==> src/rtl/mem_wait_slave_pkg.sv <==
// rtl/mem_wait_slave_pkg.sv - shared state encoding and default sizes for mem_wait_slave
package mem_wait_slave_pkg;

  localparam int DEF_DATA_W = 8;
  localparam int DEF_ADDR_W = 4;
  localparam int DEF_WAIT_W = 3;

  typedef enum logic [1:0] {S_IDLE, S_WAIT, S_READY} state_t;

endpackage

==> src/rtl/mem_wait_slave_ram.sv <==
// rtl/mem_wait_slave_ram.sv - word array, synchronous write, asynchronous read
module mem_wait_slave_ram
  import mem_wait_slave_pkg::*;
#(
  parameter int DATA_W = DEF_DATA_W,
  parameter int ADDR_W = DEF_ADDR_W
) (
  input  logic              clock,
  input  logic              i_we,
  input  logic [ADDR_W-1:0] i_waddr,
  input  logic [DATA_W-1:0] i_wdata,
  input  logic [ADDR_W-1:0] i_raddr,
  output logic [DATA_W-1:0] o_rdata
);

  logic [DATA_W-1:0] r_mem [2**ADDR_W];

  // Contents are deliberately not reset; the write port is the only way in.
  always_ff @(posedge clock) begin
    if (i_we) r_mem[i_waddr] <= i_wdata;
  end

  assign o_rdata = r_mem[i_raddr];

endmodule

==> src/rtl/mem_wait_slave.sv <==
// rtl/mem_wait_slave.sv - wait-state read target: FSM, wait counter, data register, counters
module mem_wait_slave
  import mem_wait_slave_pkg::*;
#(
  parameter int DATA_W = DEF_DATA_W,
  parameter int ADDR_W = DEF_ADDR_W,
  parameter int WAIT_W = DEF_WAIT_W
) (
  input  logic              clock,
  input  logic              reset,
  input  logic              rd,
  input  logic [ADDR_W-1:0] addr,
  input  logic [WAIT_W-1:0] waits,
  input  logic              we,
  input  logic [ADDR_W-1:0] waddr,
  input  logic [DATA_W-1:0] wdata,
  output logic              ws,
  output logic              rdy,
  output logic [DATA_W-1:0] data,
  output logic [7:0]        rd_count,
  output logic              abort
);

  state_t            state;
  state_t            w_next;
  logic              w_start;
  logic              w_abort;
  logic              w_done;
  logic [ADDR_W-1:0] r_addr_q;
  logic [WAIT_W-1:0] r_cnt;
  logic [DATA_W-1:0] r_data;
  logic [7:0]        r_rd_count;
  logic              r_abort;
  logic [DATA_W-1:0] w_rdata;

  mem_wait_slave_ram #(
    .DATA_W(DATA_W),
    .ADDR_W(ADDR_W)
  ) u_ram (
    .clock   (clock),
    .i_we    (we),
    .i_waddr (waddr),
    .i_wdata (wdata),
    .i_raddr (r_addr_q),
    .o_rdata (w_rdata)
  );

  // State register.
  always_ff @(posedge clock) begin
    if (reset) state <= S_IDLE;
    else       state <= w_next;
  end

  // Next state plus one-cycle start/abort/completion events.
  always_comb begin
    w_next  = state;
    w_start = 1'b0;
    w_abort = 1'b0;
    w_done  = 1'b0;
    case (state)
      S_IDLE: begin
        if (rd) begin
          w_start = 1'b1;
          w_next  = (waits != '0) ? S_WAIT : S_READY;
        end
      end
      S_WAIT: begin
        if (!rd) begin
          w_abort = 1'b1;
          w_next  = S_IDLE;
        end else if (r_cnt == WAIT_W'(1)) begin
          w_next = S_READY;
        end
      end
      S_READY: begin
        if (!rd) begin
          w_done = 1'b1;
          w_next = S_IDLE;
        end
      end
      default: w_next = S_IDLE;
    endcase
  end

  // Address and wait count are captured only at transaction start, so later
  // changes on addr/waits cannot disturb a read in flight.
  always_ff @(posedge clock) begin
    if (reset) begin
      r_addr_q <= '0;
      r_cnt    <= '0;
    end else if (w_start) begin
      r_addr_q <= addr;
      r_cnt    <= waits;
    end else if (state == S_WAIT) begin
      r_cnt <= r_cnt - WAIT_W'(1);
    end
  end

  // Re-sampling every READY cycle lets a write to the addressed word show up one edge later.
  always_ff @(posedge clock) begin
    if (reset)                  r_data <= '0;
    else if (state == S_READY)  r_data <= w_rdata;
  end

  // Completed-read counter and sticky abort flag.
  always_ff @(posedge clock) begin
    if (reset) begin
      r_rd_count <= 8'd0;
      r_abort    <= 1'b0;
    end else begin
      if (w_done)  r_rd_count <= r_rd_count + 8'd1;
      if (w_abort) r_abort    <= 1'b1;
    end
  end

  assign ws       = (state == S_WAIT);
  assign rdy      = (state == S_READY);
  assign data     = r_data;
  assign rd_count = r_rd_count;
  assign abort    = r_abort;

endmodule

==> config.mk <==
export PLATFORM = sky130hd
export DESIGN_NAME = mem_wait_slave
export DESIGN_NICKNAME = d
export VERILOG_FILES = /design/src/rtl/mem_wait_slave_pkg.sv /design/src/rtl/mem_wait_slave_ram.sv /design/src/rtl/mem_wait_slave.sv
export SDC_FILE = /design/constraint.sdc
export NUM_CORES = 1
export LEC_CHECK = 0
export CORE_MARGIN = 1
export CORE_UTILIZATION = 40
export CTS_CLUSTER_DIAMETER = 80
export DETAILED_ROUTE_END_ITERATION = 8
export SLEW_MARGIN = 40
export SYNTH_ARGS = -nofsm -noshare
export SYNTH_HDL_FRONTEND = slang
export SYNTH_SLANG_ARGS = --single-unit
==> constraint.sdc <==
create_clock -name clock -period 2.85 [get_ports clock]
set_clock_uncertainty 0.1 [all_clocks]
set_input_delay 0.57 -clock clock [delete_from_list [all_inputs] [get_ports clock]]
set_output_delay 0.57 -clock clock [all_outputs]
set_load 0.005 [all_outputs]
==> key figures <==
Power
  – IR drop worst, VDD: 0.445 mV
  – Total power draw: 5.22 mW
  – PD cells: 702 nW/µm²
  – Leakage power: 2.47 nW

Critical path
  – Bufs and invs on worst path: 1
  – Critical path's largest stage delay: 0.58 ns
  – Critical path's top delay family: buffers and inverters
  – CP Launch Type: flip-flop
  – Worst Setup End Kind: output port
  – WP data required: 2.18 ns
  – Critical path arrival: 1.85 ns
  – Critical path cell sequence: nor2b_1, clkdlybuf4s50_1
  – Critical path class: reg -> out
  – CP max FO: 7
  – Worst path slowest cell: clkdlybuf4s50_1

Detailed routing
  – Detail Route Antenna Nets: 0
  – Routed len/inst: 19.1 µm
  – Vias/cell: 5.26
  – DRT iter0 DRCs: 203
  – Final wirelength: 11300 µm
  – Drt pass-1 iters: 6
  – Post-route DRC: 12
  – Via count: 3100

Logic synthesis
  – Post-synthesis register bit count: 154
  – Synthesized instance count: 323
  – Sequential cell area fraction in the yosys report: 72.2%
  – Yosys warnings: 0
  – Syn_area_per_cell: 18.7 µm²
  – Syn_nets: 349
  – Synthesized area: 6050 µm²
  – Netlist cell types: 35

STA
  – Maximum clock rate: 396 MHz
  – Tcrit/Tclk final: 88.5%
  – Worst slew pin tran: 0.596 ns
  – Final setup margin: 0.327 ns
  – Final setup viols: 0
  – Fin crit period: 2.52 ns
  – Final Hold Vio Count: 0
  – TNS Setup: 0 ns
  – Max Slew Vio Count: 0
  – Hold_ws: 0.375 ns
  – Unrepaired setup endpoints after global routing: false
  – Worst slew margin: 60.1%

Clock network
  – CTS clk-pin slew, worst paths: 0.06 ns
  – Hold_buf cts: 0
  – CTS Sinks: 154
  – CTS root buf: clkbuf_16
  – Clock tree buffer depth: 2
  – Clock Latency Late Sink: 0.41 ns
  – H-tree levels: 4
  – Post CTS Setup Buffer Count: 0
  – Post-cts sizing count: 0
  – Cts bufs inserted: 17
  – TritonCTS clock tree: built

Place
  – Post-place instance area: 6790 µm²
  – DP Cell Count: 558
  – Port bufs: 41
  – DP Wirelength: 7300 µm
  – RD Place Congestion: 0.765
  – Pre-CTS setup slack: 0.332 ns

Floorplanning
  – Die Ht: 125 µm
  – Core box area: 14600 µm²
  – # IOs: 42
  – Initial Utilization: 41.3%
  – Die width: 125 µm
  – # rows: 44
  – Die footprint: 15600 µm²

Global route
  – Grt ovf: 0
  – First-pass GRT wire length: 17900 µm
  – Vias in the first global route: 3202
  – Largest net degree at the start of global routing: 34
  – All-Layer GR Usage: 15.9%
  – Initial antenna violation count: 0

Layout
  – FILL cells: 1181
  – Ant diodes: 0
  – P&R area growth vs syn: 22.9%
  – Share of layout cells above drive strength 1: 18.8%
  – Final core utilization: 50.8%
  – Final instance area: 7430 µm²
  – Nets: 419
  – Finished Layout Cells: 589

Outcome
  – Failing checks: DRC
  – Status: complete, but fails checks

Run
  – Max-cap violations: 0

Min path
  – Worst hold-check path type: reg -> reg
## kinds of logic (layout without fill, tap and decap cells)
kind of cell | count (synthesis) | in the layout | share of synthesized area (%)
buffers and inverters | 18 | 100 | 1.53
XOR/XNOR | 7 | 7 | 1.01
adder cells (fa/ha/maj) | 3 | 3 | 0.621
AO/OA/AOI/OAI | 26 | 26 | 2.75
flip-flops | 154 | 154 | 72.2
multiplexers | 53 | 53 | 16.9
AND/OR/NAND/NOR | 62 | 62 | 5.07
## area by class of cell
type                    instances  area [µm²]  share of cell area (%)
repair buffers                 64         583                    7.84
multi-input cells             151        1590                    21.4
inverters                       5        18.8                   0.252
well taps                     184         230                    3.10
clock buffers                  18         429                    5.77
flip-flops and latches        154        4370                    58.7
clock inverters                13         215                    2.90
## final timing paths
path	start	to	slack (ns)	cells after the start
min reg2reg	abort	abort	0.37	2
max reg2reg	r_addr_q[0]	data[1]	0.79	4
max	state[0]	ws	0.33	2
min	abort	abort	0.37	2
## Yosys cell counts
cell | count | area share (%)
a2111oi_0 | 1 | 0.14
a21oi_1 | 4 | 0.33
a221oi_1 | 1 | 0.14
a22oi_1 | 8 | 0.99
a32oi_1 | 1 | 0.14
and3_1 | 2 | 0.21
buf_1 | 2 | 0.12
buf_2 | 5 | 0.41
buf_4 | 1 | 0.12
buf_6 | 2 | 0.37
clkbuf_1 | 3 | 0.19
dfxtp_1 | 26 | 8.6
edfxtp_1 | 128 | 64
ha_1 | 3 | 0.62
inv_1 | 5 | 0.31
mux2_2 | 8 | 1.5
mux2i_1 | 13 | 2.2
mux4_1 | 21 | 9.1
mux4_2 | 11 | 4.1
nand2_1 | 6 | 0.37
nand2b_1 | 3 | 0.31
nand3_1 | 1 | 0.083
nand3b_1 | 3 | 0.37
nand4_1 | 4 | 0.41
nor2_1 | 31 | 1.9
nor2b_1 | 2 | 0.21
nor3_1 | 6 | 0.50
nor3b_1 | 1 | 0.12
nor3b_2 | 2 | 0.41
o21ai_0 | 3 | 0.25
o21ai_1 | 7 | 0.58
o32a_1 | 1 | 0.17
or3b_2 | 1 | 0.14
xnor2_1 | 1 | 0.14
xor2_1 | 6 | 0.87
## flip-flops by register name, summed over array words and instances (netlist names)
name,flops
r_cnt,3
state,2
r_addr_q,4
abort,1
u_ram.r_mem,128
rd_count,8
data,8
## per-layer routing
metal / up-vias / share of wire, % / GRT usage (%) / routed length [µm]
met2: 71 / 49 / 25.6 / 5570
met4: 0 / 1.1 / 6.89 / 125
met1: 1568 / 45 / 20.4 / 5040
met5: - / 0 / 0 / 0
li1: 1450 / - / - / -
met3: 11 / 4.6 / 4.41 / 518
## tightest hold or removal path: stages, from the launching register on
cell	delay [ns]
dfxtp_1	0.33
a21oi_1	0.04
nor2_1	0.07
## cells in the final DEF (no fill, tap or decap), drive strengths merged, types with 4 or more instances in the layout
cell type	Yosys	routed
mux2i	13	13
mux2	8	8
o21ai	10	10
mux4	32	32
buf	10	23
nor2	31	31
a22oi	8	8
nand2	6	6
edfxtp	128	128
xor2	6	6
clkbuf	3	18
nor3	6	6
dfxtp	26	26
bufinv	0	5
clkdlybuf4s50	0	41
a21oi	4	4
inv	5	9
clkinv	0	4
nand4	4	4
## power by group
group / total [mW] / leakage [nW] / switching [mW] / internal [mW]
Sequential: 2.51 / 1.37 / 0.0270 / 2.49
Clock: 2.43 / 0.317 / 0.871 / 1.56
Combinational: 0.272 / 0.786 / 0.131 / 0.141
Total: 5.22 / 2.47 / 1.03 / 4.19
(Power assumes the default switching activity.)
